<file path="src/rtl/binis_pkg.sv">
// rtl/binis_pkg.sv - shared types, default sizes and helpers for the boarding-gate sequencer
package binis_pkg;

    // Gate sequencer states: idle, sending passengers, waiting for verdict, reporting
    typedef enum logic [1:0] {
        BOS    = 2'd0,
        GONDER = 2'd1,
        BEKLE  = 2'd2,
        SONUC  = 2'd3
    } durum_t;

    // One passenger record as queued by the host
    typedef struct packed {
        logic bilet;
        logic kimlik;
    } yolcu_t;

    localparam int VARSAYILAN_DERINLIK    = 8;
    localparam int VARSAYILAN_ZAMAN_ASIMI = 64;

    // Passenger counter increment that sticks at 255
    function automatic logic [7:0] doygun_artir(input logic [7:0] deger);
        return (deger == 8'hff) ? deger : deger + 8'd1;
    endfunction

endpackage

</file>
<file path="src/rtl/yolcu_fifo.sv">
// rtl/yolcu_fifo.sv - synchronous passenger-record FIFO with wrap-bit full/empty flags
module yolcu_fifo
    import binis_pkg::*;
#(
    parameter int DERINLIK = VARSAYILAN_DERINLIK
)
(
    input  logic   saat,
    input  logic   reset,
    input  logic   yaz,
    input  yolcu_t yaz_veri,
    input  logic   oku,
    output yolcu_t oku_veri,
    output logic   dolu,
    output logic   bos
);

    localparam int AW = $clog2(DERINLIK);

    if (DERINLIK < 2 || (DERINLIK & (DERINLIK - 1)) != 0) begin : g_derinlik_hatasi
        $error("yolcu_fifo: DERINLIK must be a power of two and at least 2");
    end

    logic [AW:0] yaz_ptr;
    logic [AW:0] oku_ptr;
    yolcu_t      bellek [DERINLIK];
    logic        yaz_ok;
    logic        oku_ok;

    // A write into a full FIFO is only safe when a pop frees the slot in the same cycle
    assign oku_ok   = oku && !bos;
    assign yaz_ok   = yaz && (!dolu || oku_ok);
    assign bos      = (yaz_ptr == oku_ptr);
    assign dolu     = (yaz_ptr[AW] != oku_ptr[AW]) && (yaz_ptr[AW-1:0] == oku_ptr[AW-1:0]);
    assign oku_veri = bellek[oku_ptr[AW-1:0]];

    // Pointer update; clearing both pointers empties the FIFO
    always_ff @(posedge saat or posedge reset) begin
        if (reset) begin
            yaz_ptr <= '0;
            oku_ptr <= '0;
        end else begin
            if (yaz_ok) begin
                yaz_ptr <= yaz_ptr + (AW + 1)'(1);
            end
            if (oku_ok) begin
                oku_ptr <= oku_ptr + (AW + 1)'(1);
            end
        end
    end

    // Record storage; contents are only meaningful between the pointers
    always_ff @(posedge saat) begin
        if (yaz_ok) begin
            bellek[yaz_ptr[AW-1:0]] <= yaz_veri;
        end
    end

endmodule

</file>
<file path="src/rtl/binis_kapisi.sv">
// rtl/binis_kapisi.sv - boarding-gate sequencer top; optional BEKLE timeout under ZAMAN_ASIMI_EN
module binis_kapisi
    import binis_pkg::*;
#(
    parameter int DERINLIK    = VARSAYILAN_DERINLIK,
    parameter int ZAMAN_ASIMI = VARSAYILAN_ZAMAN_ASIMI
)
(
    input  logic       saat,
    input  logic       reset,
    input  logic       yolcu_gecerli,
    output logic       yolcu_hazir,
    input  logic       yolcu_bilet,
    input  logic       yolcu_kimlik,
    input  logic       baslat,
    output logic       basla,
    output logic       o_yolcu,
    output logic       g_kimlik,
    input  logic       kalkis,
    input  logic       bitti,
    output logic       mesgul,
    output logic       sonuc_gecerli,
    output logic       sonuc_kalkis,
    output logic       sonuc_zaman_asimi,
    output logic [7:0] gonderilen
);

    if (ZAMAN_ASIMI < 1) begin : g_zaman_asimi_hatasi
        $error("binis_kapisi: ZAMAN_ASIMI must be at least 1");
    end

    durum_t durum;
    yolcu_t bas_kayit;
    yolcu_t gelen_kayit;
    logic   fifo_dolu;
    logic   fifo_bos;
    logic   pop;

`ifdef ZAMAN_ASIMI_EN
    localparam int SW = $clog2(ZAMAN_ASIMI + 1);
    localparam logic [SW-1:0] SAYAC_SON = SW'(ZAMAN_ASIMI - 1);
    logic [SW-1:0] sayac;
`endif

    // The session-start edge already pops the first passenger so it appears with basla
    assign pop = !fifo_bos && ((durum == BOS && baslat) || (durum == GONDER && !bitti));

    assign yolcu_hazir        = !fifo_dolu;
    assign gelen_kayit.bilet  = yolcu_bilet;
    assign gelen_kayit.kimlik = yolcu_kimlik;

    yolcu_fifo #(
        .DERINLIK (DERINLIK)
    ) u_fifo (
        .saat     (saat),
        .reset    (reset),
        .yaz      (yolcu_gecerli),
        .yaz_veri (gelen_kayit),
        .oku      (pop),
        .oku_veri (bas_kayit),
        .dolu     (fifo_dolu),
        .bos      (fifo_bos)
    );

    // Session FSM with all host- and controller-facing outputs registered
    always_ff @(posedge saat or posedge reset) begin
        if (reset) begin
            durum             <= BOS;
            basla             <= 1'b0;
            o_yolcu           <= 1'b0;
            g_kimlik          <= 1'b0;
            mesgul            <= 1'b0;
            sonuc_gecerli     <= 1'b0;
            sonuc_kalkis      <= 1'b0;
            sonuc_zaman_asimi <= 1'b0;
            gonderilen        <= 8'd0;
`ifdef ZAMAN_ASIMI_EN
            sayac             <= '0;
`endif
        end else begin
            sonuc_gecerli <= 1'b0;
            unique case (durum)
                BOS: begin
                    if (baslat && !fifo_bos) begin
                        durum      <= GONDER;
                        basla      <= 1'b1;
                        mesgul     <= 1'b1;
                        o_yolcu    <= bas_kayit.bilet;
                        g_kimlik   <= bas_kayit.kimlik;
                        gonderilen <= 8'd1;
                    end
                end
                GONDER: begin
                    if (bitti) begin
                        // Verdict arrives early; unsent records remain queued
                        durum             <= SONUC;
                        basla             <= 1'b0;
                        o_yolcu           <= 1'b0;
                        g_kimlik          <= 1'b0;
                        sonuc_gecerli     <= 1'b1;
                        sonuc_kalkis      <= kalkis;
                        sonuc_zaman_asimi <= 1'b0;
                    end else if (!fifo_bos) begin
                        o_yolcu    <= bas_kayit.bilet;
                        g_kimlik   <= bas_kayit.kimlik;
                        gonderilen <= doygun_artir(gonderilen);
                    end else begin
                        durum    <= BEKLE;
                        o_yolcu  <= 1'b0;
                        g_kimlik <= 1'b0;
`ifdef ZAMAN_ASIMI_EN
                        sayac    <= '0;
`endif
                    end
                end
                BEKLE: begin
                    if (bitti) begin
                        durum             <= SONUC;
                        basla             <= 1'b0;
                        sonuc_gecerli     <= 1'b1;
                        sonuc_kalkis      <= kalkis;
                        sonuc_zaman_asimi <= 1'b0;
`ifdef ZAMAN_ASIMI_EN
                    end else if (sayac == SAYAC_SON) begin
                        // Controller never answered; close the session as not departed
                        durum             <= SONUC;
                        basla             <= 1'b0;
                        sonuc_gecerli     <= 1'b1;
                        sonuc_kalkis      <= 1'b0;
                        sonuc_zaman_asimi <= 1'b1;
                    end else begin
                        sayac <= sayac + SW'(1);
`endif
                    end
                end
                SONUC: begin
                    durum  <= BOS;
                    mesgul <= 1'b0;
                end
                default: begin
                    durum  <= BOS;
                    basla  <= 1'b0;
                    mesgul <= 1'b0;
                end
            endcase
        end
    end

endmodule

</file>
<file path="config.mk">
export PLATFORM = sky130hd
export DESIGN_NAME = binis_kapisi
export DESIGN_NICKNAME = d
export VERILOG_FILES = /design/src/rtl/binis_pkg.sv /design/src/rtl/yolcu_fifo.sv /design/src/rtl/binis_kapisi.sv
export SDC_FILE = /design/constraint.sdc
export NUM_CORES = 1
export LEC_CHECK = 0
export CAP_MARGIN = 20
export CORE_ASPECT_RATIO = 0.75
export CORE_MARGIN = 5
export CORE_UTILIZATION = 55
export DETAILED_ROUTE_END_ITERATION = 6
export PLACE_DENSITY = 0.82
export SLEW_MARGIN = 20
export SYNTH_ARGS = -nofsm -noshare
export SYNTH_HDL_FRONTEND = slang
export SYNTH_SLANG_ARGS = --single-unit
</file>
<file path="constraint.sdc">
create_clock -name saat -period 4.1 [get_ports saat]
set_input_delay 1.23 -clock saat [delete_from_list [all_inputs] [get_ports saat]]
set_output_delay 1.23 -clock saat [all_outputs]
set_load 0.02 [all_outputs]
</file>
# == Word level (Yosys, flattened, before mapping) ==
# Memories as Yosys holds them, arrays and structs flattened.
# Index checks and enable logic that the tools add are counted.
# totals
register_bits,24
ram_bits,16
input_bits,8
out_inout_bits,16
wordCells,77
n_memories,1
# mem_list
memory,words,word_bits,rd,rd_clocked_by_memory_dff,wr,line,source
u_fifo.bellek,8,2,1,0,1,yolcu_fifo.sv:26,yolcu_t bellek [DERINLIK];
# classes
add_sub_neg,3
n_eq_ne,14
n_mux,26
n_reduce_logical,23
# ops
operator,n
8-bit 2-to-1 mux,4
8-bit one-hot mux with 2 select lines,1
1-bit 2-to-1 mux,12
"4-bit by 1-bit adder with 4-bit output, second input constant",2
"8-bit by 1-bit adder with 8-bit output, second input constant",1
"8-bit == test, second input constant",1
2-bit 2-to-1 mux,4
"2-bit != test, second input constant",4
1-bit one-hot mux with 2 select lines,4
2-bit one-hot mux with 4 select lines,1
1-bit logical AND,7
2-bit AND reduction,3
3-bit AND reduction,2
2-bit nonzero test,3
5-bit AND reduction,1
"2-bit == test, second input constant",2
4-bit == test,1
"2-bit by 1-bit != test with 1-bit output, second input constant",2
3-bit == test,1
1-bit logical NOT,3
"3-bit != test, second input constant",1
"2-bit by 1-bit == test with 1-bit output, second input constant",1
2-bit logical NOT,1
1-bit logical OR,2
other kinds (2),2

# == Longest topological paths before layout ==
# Gate-level depths: netlist of the first run.
# logic_depth
depth_word,9
ltp_mapped,7

# == Hierarchy ==
# From an unflattened synthesis of the first run, not the netlist that was laid out.
# hier_totals
hier_cells,186
hier_area_um2,2194.6
# by_module_without_submodules
module,instances,cells_per_inst,area_each_um2,seq_area_each_um2
yolcu_fifo,1,83,1177.4,680.7
binis_kapisi,1,103,1017.2,400.4

# == Least setup slack after synthesis of the first run ==
# OpenSTA, ideal clock, no wires.
# synth_path
path_kind,input to register
startpoint,in baslat
endpoint,reg gonderilen[7]
arrival_time_ns,2.299
required_time_ns,4.031
path_slack_ns,1.732
cell_stages,5
path_cell_list,inv_1 a41o_1 mux2_4 or4_1 nand3_1
# synth_between
elab_chain_cells,3
# synth_lines
element,line,source
start: declaration,binis_kapisi.sv:15,"input logic baslat,"
1-bit logical AND,binis_kapisi.sv:84,if (baslat && !fifo_bos) begin
2-bit by 1-bit != test with 1-bit output (no source line),n/a,
5-bit AND reduction (no source line),n/a,
end signal: assignment,binis_kapisi.sv:106,gonderilen <= doygun_artir(gonderilen);
end: declaration,binis_kapisi.sv:25,output logic [7:0] gonderilen
# Every way passes these cells.
# A chain may end at the register's enable or synchronous reset.

# == Worst setup path in the final report of the first run ==
# layout_path
startpoint,reg u_fifo.oku_ptr[0]
endpoint,out yolcu_hazir
# layout_between
elab_chain_cells,3
# layout_lines
element,line,source
start: declaration,yolcu_fifo.sv:25,logic [AW:0] oku_ptr;
start signal: assignment,yolcu_fifo.sv:47,oku_ptr <= oku_ptr + (AW + 1)'(1);
3-bit == test,yolcu_fifo.sv:34,assign dolu = (yaz_ptr[AW] != oku_ptr[AW]) && (yaz_ptr[AW-1:0] == oku_ptr[AW-1:0]);
1-bit logical AND,yolcu_fifo.sv:34,
1-bit logical NOT,binis_kapisi.sv:48,assign yolcu_hazir = !fifo_dolu;
end: declaration,binis_kapisi.sv:12,"output logic yolcu_hazir,"
# Every way passes these cells.

==> metrics.txt, run 1 <==
result of the run=completed; RSZ-0062 raised after global routing=no; final worst path period need=3.12 ns; termination of the worst setup path=yolcu_hazir; relative contribution of combinational cells to total power=44.9%; sequential fraction of design power=40.0%; worst path required time=2.87 ns; Horiz. Die Dim=80.7 µm; register area share after synthesis=52.5%; stage delay of the slowest cell on the critical path=0.59 ns; Critical R2R Capture=u_fifo.bellek[4][0]$_DFFE_PP_; final core occ=65.1%; y dimension of the die=63.0 µm; number of buffers added by the clock tree synthesis step=5; largest buffer count on any clock path=2; GR Util All Layers=18.0%; logic depth of the worst register-to-register path=7; Reg area=0.00108 mm²; Crit path buffers/inverters=1; path class of the lowest-slack min-delay path=reg -> reg; CTS sink cnt=40; peak supply drop=0.392 mV; category of the most critical setup path=reg -> out; Arr. time, crit path=1.89 ns; Mapped Nets=188; Buffers on Ports=22; GPL Wtd Cong=0.956; final routed wire length divided by cell count=16.1 µm; first-pass detailed-route iteration total=4; library cell with the highest instance count after synthesis=sky130_fd_sc_hd__dfrtp_1; R2R setup slack=1.81 ns; dpl hpwl=3.02 mm; Mapped Area=0.00206 mm²; worst hold margin=0.475 ns; number of H-tree levels=2; global-route congestion overflow total=0; cell type with the largest total area after synthesis=sky130_fd_sc_hd__dfrtp_1; Initial Util=56.7%; antenna violations before repair=0; cells along the critical path=xnor2_2 > nand4b_1 > clkdlybuf4s50_1; P_sw=703 µW; wire length on met2=1.75 mm; Crit path depth=3; proportion of total power due to net switching=40.3%; Post-Synthesis Cells=172; skew final=0.00825 ns; TritonCTS clock tree=built; element type at the critical path end=output pin; remaining routing DRC violations=0; count of antenna-violating nets left after detailed routing=0; post-CTS setup buffer count=0; number of filler instances in the final layout=281; startpoint type of the worst setup path=flip-flop; Resized Gates After CTS=0; setup-violating endpoint count in the final report=0; antenna diode count=0; synth cell count leaders=sky130_fd_sc_hd__dfrtp_1, sky130_fd_sc_hd__nand2_1, sky130_fd_sc_hd__edfxtp_1; FF+latch count, synth=40; number of synthesized flops with an enable pin=16; transition time at the pin with the least slew margin=0.907 ns; vias per std cell=5.86; max-slew violation count=0; share of cells above drive strength 1=8.21%; share of the cycle needed by the critical path after routing=76.1%; layout-stage area growth over the synthesis result=14.9%; number of global-route vias before repair=1,430; Core ar.=0.00364 mm²; maximum clock frequency=0.321 GHz; wl on met1=1.85 mm; power per cell area=737 mW/mm²; Sum Neg Setup Slack=0 ns; hold_buf cts=0; number of nets in the finished design=210; Static Leak=0.952 nW; library cell used as clock root buffer=sky130_fd_sc_hd__clkbuf_8; CP startpoint=u_fifo.oku_ptr[0]$_DFFE_PP0P_; largest net degree at the start of global routing=25; critical path's slowest cell=sky130_fd_sc_hd__clkdlybuf4s50_1; clock network fraction of design power=15.1%; die outline area=0.00508 mm²; top layer used by detailed routing=met4; multi-input logic area=880 µm²; Yosys warning total=0; Syn Area/Cell=12.0 µm²; violation count after the first detailed-route iteration=165; total wire length=3.98 mm; synth unique cells=43; prevailing post-synth register cell=sky130_fd_sc_hd__dfrtp_1; launch point of the worst reg-to-reg path=durum[1]$_DFFE_PP0P_; number of standard-cell rows in the floorplan=19; worst skew pair latency=0.29 ns; vias=1,448; Internal=1.04 mW; largest cells by area after synthesis=sky130_fd_sc_hd__dfrtp_1, sky130_fd_sc_hd__edfxtp_1, sky130_fd_sc_hd__mux4_1; final hold violations=0; Worst Path Max Fanout=8; proportion of register bits with asynchronous set or reset after synthesis=60.0%; Slew HR=39.5%; boundary pin count=24; max-capacitance violation count=0; CP top delay family=buffers and inverters; met3 routed wirelength=289 µm; clock transition at the registers of the reported paths=0.08 ns; first-pass GRT wire length=6.86 mm; top cell type's share of synthesized area=29.1%
-- cell families after synthesis --
logic type / synth area share, %
simple gates: 12.6
flops: 52.5
compound gates: 11.8
buf+inv: 4.86
xor+xnor: 5.34
mux: 7.89
fa+ha+maj: 4.86
other cells: 0.182
-- worst register-to-register path, stage by stage (launching register included) --
cell                      delay [ns]
sky130_fd_sc_hd__dfrtp_1        0.43
sky130_fd_sc_hd__inv_1          0.14
sky130_fd_sc_hd__ha_1           0.34
sky130_fd_sc_hd__nor2b_1        0.28
sky130_fd_sc_hd__a21o_1         0.19
sky130_fd_sc_hd__o21a_1         0.21
sky130_fd_sc_hd__nand2_1        0.11
sky130_fd_sc_hd__nor3_1         0.27
-- cells in the final DEF (no fill, tap or decap), drive strengths merged, types with 2 or more instances in the layout --
| cell | instances |
|---|---|
| xnor2 | 9 |
| nand2 | 22 |
| mux2i | 2 |
| mux4 | 4 |
| nand4 | 3 |
| a41oi | 2 |
| nor2 | 3 |
| nand2b | 2 |
| nor2b | 3 |
| nand3 | 8 |
| dfrtp | 24 |
| ha | 8 |
| o21ai | 15 |
| mux2 | 3 |
| inv | 8 |
| o31ai | 5 |
| and2 | 2 |
| clkbuf | 6 |
| clkinv | 2 |
| a22oi | 2 |
| clkdlybuf4s50 | 22 |
| nor3 | 6 |
| edfxtp | 16 |
| a21oi | 3 |
-- through the flow --
stage          power, mW  instances  setup WS [ns]  instance area [µm²]
5_1_grt             1.89        247          0.856                 2370
2_1_floorplan       1.29        172           1.73                 2060
3_5_place_dp        1.49        239           1.00                 2280
6_report            1.75        247          0.981                 2370
3_3_place_gp        1.45        239           1.11                 2280
4_1_cts             1.75        247          0.960                 2370
-- per-layer routing --
metal / vias up / global-route usage (%)
met5: - / 0
met4: 0 / 8.44
met3: 10 / 5.76
met2: 55 / 24.8
met1: 703 / 25.4
li1: 680 / -
-- flip-flops by register name, summed over array words and instances (netlist names) --
signal	count
o_yolcu	1
gonderilen	8
sonuc_gecerli	1
mesgul	1
u_fifo.oku_ptr	4
g_kimlik	1
sonuc_kalkis	1
u_fifo.bellek	16
basla	1
u_fifo.yaz_ptr	4
durum	2
-- worst min-delay path by stage --
stage | from | end | slack, ns | depth (start not counted)
2_1_floorplan | u_fifo.oku_ptr[3]$_DFFE_PP0P_ | u_fifo.oku_ptr[3]$_DFFE_PP0P_ | 0.46 | 1
3_3_place_gp | g_kimlik$_DFFE_PP0P_ | g_kimlik$_DFFE_PP0P_ | 0.46 | 2
3_5_place_dp | o_yolcu$_DFFE_PP0P_ | o_yolcu$_DFFE_PP0P_ | 0.47 | 2
4_1_cts | o_yolcu$_DFFE_PP0P_ | o_yolcu$_DFFE_PP0P_ | 0.48 | 2
5_1_grt | g_kimlik$_DFFE_PP0P_ | g_kimlik$_DFFE_PP0P_ | 0.51 | 2
6_report | g_kimlik$_DFFE_PP0P_ | g_kimlik$_DFFE_PP0P_ | 0.48 | 2
-- layout make-up --
class                           instances  area share, %
Inverter                                8           1.27
Clock inverter                          2          0.423
Tap cell                               52           2.75
Clock buffer                            6           3.49
Sequential cell                        40           45.6
Timing Repair Buffer                   22           9.30
Multi-Input combinational cell        117           37.1
-- power groups by stage --
stage / logic, mW / clock network, mW / registers, mW
4_1_cts: 0.785 / 0.269 / 0.697
5_1_grt: 0.870 / 0.296 / 0.721
2_1_floorplan: 0.625 / 0 / 0.670
3_5_place_dp: 0.783 / 0 / 0.706
3_3_place_gp: 0.759 / 0 / 0.690
6_report: 0.784 / 0.264 / 0.699
No activity file was read; power rests on OpenSTA's default activity.
==> run 2: changes to the inputs <==
clock period = 2.9 ns   (was 4.1 ns; I/O delays follow)
==> run 2 against run 1 <==
Clock skew down 0.0022 ns; combinational power up 49%; worst hold slack better by 0.012 ns; non-clock buffer count up 3; via count up 1.2%; final cell count up 1.2%; first-iteration DRC count up 0.61%; worst setup slack worse by 0.84 ns; wire length up 5.8%; largest power group unchanged.
==> metrics.txt, run 2 (same netlist as run 1, synthesis figures left out) <==
path class of the lowest-slack min-delay path=reg -> reg; GR Util All Layers=18.9%; worst path required time=2.03 ns; startpoint type of the worst setup path=flip-flop; Horiz. Die Dim=80.7 µm; Initial Util=56.7%; Core ar.=0.00364 mm²; top library cells by usage in the layout, fill and taps aside=sky130_fd_sc_hd__dfrtp_1, sky130_fd_sc_hd__nand2_1, sky130_fd_sc_hd__clkdlybuf4s50_1, sky130_fd_sc_hd__edfxtp_1, sky130_fd_sc_hd__o21ai_0; max-slew violation count=0; Post-Layout Inst Area=0.00239 mm²; Sum Neg Setup Slack=0 ns; termination of the worst setup path=yolcu_hazir; first-pass GRT wire length=7.20 mm; share of cells above drive strength 1=8.59%; library cell used as clock root buffer=sky130_fd_sc_hd__clkbuf_8; RSZ-0062 raised after global routing=no; first-pass detailed-route iteration total=4; Critical R2R Capture=u_fifo.bellek[1][1]$_DFFE_PP_; number of H-tree levels=2; count of antenna-violating nets left after detailed routing=0; peak supply drop=0.752 mV; share of the cycle needed by the critical path after routing=95.3%; multi-input logic area=880 µm²; worst skew pair latency=0.29 ns; vias=1,465; final worst path period need=2.76 ns; layout-stage area growth over the synthesis result=15.9%; setup slack after layout=0.137 ns; number of filler instances in the final layout=270; category of the most critical setup path=reg -> out; placed instance area=0.00229 mm²; Arr. time, crit path=1.89 ns; global-route congestion overflow total=0; element type at the critical path end=output pin; logic depth of the worst register-to-register path=6; antenna violations before repair=0; clock transition at the registers of the reported paths=0.07 ns; CP startpoint=u_fifo.oku_ptr[1]$_DFFE_PP0P_; Reg area=0.00108 mm²; skew final=0.00608 ns; post-placement cell count=241; hold_buf cts=0; final routed wire length divided by cell count=16.8 µm; max-capacitance violation count=0; number of global-route vias before repair=1,444; number of nets in the finished design=213; number of buffers added by the clock tree synthesis step=5; Static Leak=0.960 nW; Place WS=0.121 ns; commonest non-fill, non-tap cell in the layout=sky130_fd_sc_hd__dfrtp_1; boundary pin count=24; final instance count without filler cells=250; GPL Wtd Cong=0.955; remaining routing DRC violations=0; violation count after the first detailed-route iteration=166; Slew HR=62.4%; total wire length=4.21 mm; Worst Path Max Fanout=8; final hold violations=0; TritonCTS clock tree=built; Largest register FFs=16; vias per std cell=5.86; y dimension of the die=63.0 µm; CTS sink cnt=40; launch point of the worst reg-to-reg path=durum[1]$_DFFE_PP0P_; largest net degree at the start of global routing=16; power per cell area=1060 mW/mm²; setup-violating endpoint count in the final report=0; number of standard-cell rows in the floorplan=19; largest buffer count on any clock path=2; maximum clock frequency=0.362 GHz; R2R setup slack=0.55 ns; Buffers on Ports=22; antenna diode count=0; transition time at the pin with the least slew margin=0.558 ns; result of the run=completed; dpl hpwl=3.20 mm; die outline area=0.00508 mm²
==> run 2: layout make-up <==
class	count	area share [%]
Sequential cell	40	45.3
Multi-Input combinational cell	117	36.8
Timing Repair Buffer	25	10.2
Clock buffer	8	3.77
Tap cell	52	2.72
Inverter	8	1.26
==> run 2: worst min-delay path by stage <==
stage                                        from                            end  slack, ns  cells past startpoint
finish                        o_yolcu$_DFFE_PP0P_            o_yolcu$_DFFE_PP0P_       0.49                      2
global placement              o_yolcu$_DFFE_PP0P_            o_yolcu$_DFFE_PP0P_       0.46                      2
floorplan           u_fifo.oku_ptr[3]$_DFFE_PP0P_  u_fifo.oku_ptr[3]$_DFFE_PP0P_       0.46                      1
global route                  o_yolcu$_DFFE_PP0P_            o_yolcu$_DFFE_PP0P_       0.51                      2
CTS                           o_yolcu$_DFFE_PP0P_            o_yolcu$_DFFE_PP0P_       0.49                      2
detailed placement            o_yolcu$_DFFE_PP0P_            o_yolcu$_DFFE_PP0P_       0.48                      2
==> run 2: routing by layer <==
| layer | track usage [%] | wire length, µm | share of wire, % |
|---|---|---|---|
| met3 | 6.77 | 286 | 6.8 |
| met5 | 0 | 0 | 0 |
| met1 | 25.8 | 1880 | 45 |
| met2 | 27.5 | 1990 | 47 |
| met4 | 6.96 | 57 | 1.4 |
==> run 2: repair_timing <==
| item | CTS | global route |
|---|---|---|
| endpoints found under the setup margin | 0 | 1 |
| resized for setup | 0 | 0 |
| setup buffers | 0 | 1 |
==> run 2: per-stage QoR <==
stage	utilization [%]	hold WS, ns	total power, mW
2_1_floorplan	-	0.462	1.83
3_3_place_gp	63.0	0.459	2.07
3_5_place_dp	63.0	0.476	2.14
4_1_cts	65.5	0.493	2.52
5_1_grt	65.7	0.513	2.72
6_report	65.7	0.487	2.53
==> run 2: where the power goes <==
| part | total, mW | internal [mW] | switching [mW] |
|---|---|---|---|
| combinational | 1.17 | 0.549 | 0.625 |
| sequential | 0.988 | 0.767 | 0.221 |
| clock | 0.372 | 0.194 | 0.178 |
==> run 2: worst max-delay path, cell delays in order (launching register included) <==
cell	delay [ns]
sky130_fd_sc_hd__dfrtp_1	0.51
sky130_fd_sc_hd__xnor2_2	0.28
sky130_fd_sc_hd__nand4b_1	0.22
sky130_fd_sc_hd__clkdlybuf4s50_1	0.60
==> run 3: changes to the inputs <==
CORE_MARGIN = unset   (was 5)
==> run 3 against run 2 <==
Die area decreased by 21%; critical path depth is the same; flip-flop and latch count stayed put; non-clock buffer count rose by 1; maximum frequency about the same; combinational power barely moved.
==> metrics.txt, run 3 (same netlist as run 1, synthesis figures left out) <==
clock transition at the registers of the reported paths=0.07 ns; Resized Gates After CTS=0; number of filler instances in the final layout=245; Arr. time, crit path=1.89 ns; number of buffers added by the clock tree synthesis step=5; cells along the critical path=xnor2_2 > nand4b_1 > clkdlybuf4s50_1; element type at the critical path end=output pin; post-CTS setup buffer count=0; Static Leak=0.961 nW; sequential fraction of design power=38.9%; max-slew violation count=0; max-capacitance violation count=0; number of standard-cell rows in the floorplan=18; Sum Neg Setup Slack=0 ns; Hold EP=g_kimlik$_DFFE_PP0P_; logic depth of the worst register-to-register path=6; number of H-tree levels=2; first-pass detailed-route iteration total=4; largest buffer count on any clock path=2; path class of the lowest-slack min-delay path=reg -> reg; R2R setup slack=0.43 ns; Slew HR=60.0%; peak supply drop=0.608 mV; Internal=1.48 mW; dpl hpwl=3.01 mm; top library cells by usage in the layout, fill and taps aside=sky130_fd_sc_hd__dfrtp_1, sky130_fd_sc_hd__nand2_1, sky130_fd_sc_hd__clkdlybuf4s50_1, sky130_fd_sc_hd__edfxtp_1, sky130_fd_sc_hd__o21ai_0; launch point of the worst reg-to-reg path=durum[1]$_DFFE_PP0P_; final hold violations=0; transition time at the pin with the least slew margin=0.595 ns; Largest register FFs=16; power per cell area=1050 mW/mm²; y dimension of the die=55.0 µm; maximum clock frequency=0.362 GHz; global-route congestion overflow total=0; P_sw=1.01 mW; die outline area=0.00400 mm²; category of the most critical setup path=reg -> out; stage delay of the slowest cell on the critical path=0.60 ns; final routed wire length divided by cell count=16.1 µm; GR Util All Layers=22.7%; number of global-route vias before repair=1,375; largest net degree at the start of global routing=25; final worst path period need=2.76 ns; relative contribution of combinational cells to total power=47.5%; TritonCTS clock tree=built; CP top delay family=buffers and inverters; GPL Wtd Cong=0.878; CTS sink cnt=40; placed instance area=0.00230 mm²; commonest non-fill, non-tap cell in the layout=sky130_fd_sc_hd__dfrtp_1; hold_buf cts=0; count of antenna-violating nets left after detailed routing=0; antenna diode count=0; library cell used as clock root buffer=sky130_fd_sc_hd__clkbuf_8; Post-Layout Inst Area=0.00238 mm²; worst path required time=2.03 ns; Horiz. Die Dim=72.7 µm; number of nets in the finished design=214; total wire length=4.01 mm; startpoint of the lowest-slack hold path=g_kimlik$_DFFE_PP0P_; Core ar.=0.00342 mm²; critical path's slowest cell=sky130_fd_sc_hd__clkdlybuf4s50_1; worst skew pair latency=0.29 ns; remaining routing DRC violations=0; share of cells above drive strength 1=9.09%; skew final=0.00647 ns; result of the run=completed; layout-stage area growth over the synthesis result=15.5%; antenna violations before repair=0; Worst Path Max Fanout=8; vias=1,440; Critical R2R Capture=u_fifo.bellek[0][0]$_DFFE_PP_; proportion of total power due to net switching=40.7%; startpoint type of the worst setup path=flip-flop; Worst Hold Path Cells=2; Initial Util=60.2%; boundary pin count=24; clock network fraction of design power=13.6%; RSZ-0062 raised after global routing=no; vias per std cell=5.81; violation count after the first detailed-route iteration=121; setup-violating endpoint count in the final report=0; first-pass GRT wire length=6.43 mm; share of the cycle needed by the critical path after routing=95.3%; Crit path buffers/inverters=1; Buffers on Ports=22; Crit path depth=3
==> run 3: worst max path at each step <==
| stage | endpoint | start | slack [ns] |
|---|---|---|---|
| 3_3_place_gp | gonderilen[7]$_DFFE_PP0P_ | baslat | 0.33 |
| 6_report | yolcu_hazir | u_fifo.oku_ptr[1]$_DFFE_PP0P_ | 0.14 |
| 5_1_grt | yolcu_hazir | u_fifo.oku_ptr[3]$_DFFE_PP0P_ | 0.07 |
| 3_5_place_dp | u_fifo.bellek[0][1]$_DFFE_PP_ | bitti | 0.14 |
| 4_1_cts | yolcu_hazir | u_fifo.oku_ptr[1]$_DFFE_PP0P_ | 0.17 |
| 2_1_floorplan | gonderilen[7]$_DFFE_PP0P_ | gonderilen[0]$_DFFE_PP0P_ | 0.85 |
==> run 3: through the flow <==
| stage | total power [mW] | utilization (%) | std cells | worst slack [ns] | hold WS (ns) |
|---|---|---|---|---|---|
| 3_3_place_gp | 2.08 | 67.3 | 241 | 0.329 | 0.471 |
| 3_5_place_dp | 2.14 | 67.3 | 241 | 0.141 | 0.482 |
| 2_1_floorplan | 1.83 | - | 172 | 0.847 | 0.462 |
| 6_report | 2.49 | 69.6 | 248 | 0.136 | 0.493 |
| 4_1_cts | 2.48 | 69.6 | 248 | 0.167 | 0.497 |
| 5_1_grt | 2.65 | 69.6 | 248 | 0.0716 | 0.510 |
==> run 3: worst register-to-register path: stages, from the launching register on <==
cell                      delay [ns]
sky130_fd_sc_hd__dfrtp_1        0.42
sky130_fd_sc_hd__inv_1          0.14
sky130_fd_sc_hd__ha_1           0.34
sky130_fd_sc_hd__nor2b_1        0.31
sky130_fd_sc_hd__a21o_1         0.18
sky130_fd_sc_hd__o21ai_1        0.20
sky130_fd_sc_hd__nor4_1         0.51
==> run 3: cell type report <==
type	instances	area [µm²]	area share, %
clock inverters	1	5.00	0.210
multi-input cells	117	880	36.9
inverters	8	30.0	1.26
well taps	50	62.6	2.63
clock buffers	6	72.6	3.05
flip-flops and latches	40	1080	45.4
repair buffers	26	250	10.5
==> run 3: routing by layer <==
| metal | share of wire (%) | track usage [%] | wire length, µm | vias to the layer above |
|---|---|---|---|---|
| met2 | 45 | 35.4 | 1810 | 73 |
| met4 | 1.3 | 10.5 | 53 | 0 |
| met3 | 7.9 | 6.34 | 315 | 6 |
| met5 | 0 | 0 | 0 | - |
| li1 | - | - | - | 687 |
| met1 | 46 | 30.2 | 1830 | 674 |
==> run 3: power by group through the flow <==
stage	combinational, mW	sequential, mW	clock (mW)
finish	1.18	0.969	0.339
global route	1.29	0.995	0.364
CTS	1.18	0.964	0.343
detailed placement	1.17	0.977	0
global placement	1.12	0.963	0
floorplan	0.883	0.947	0
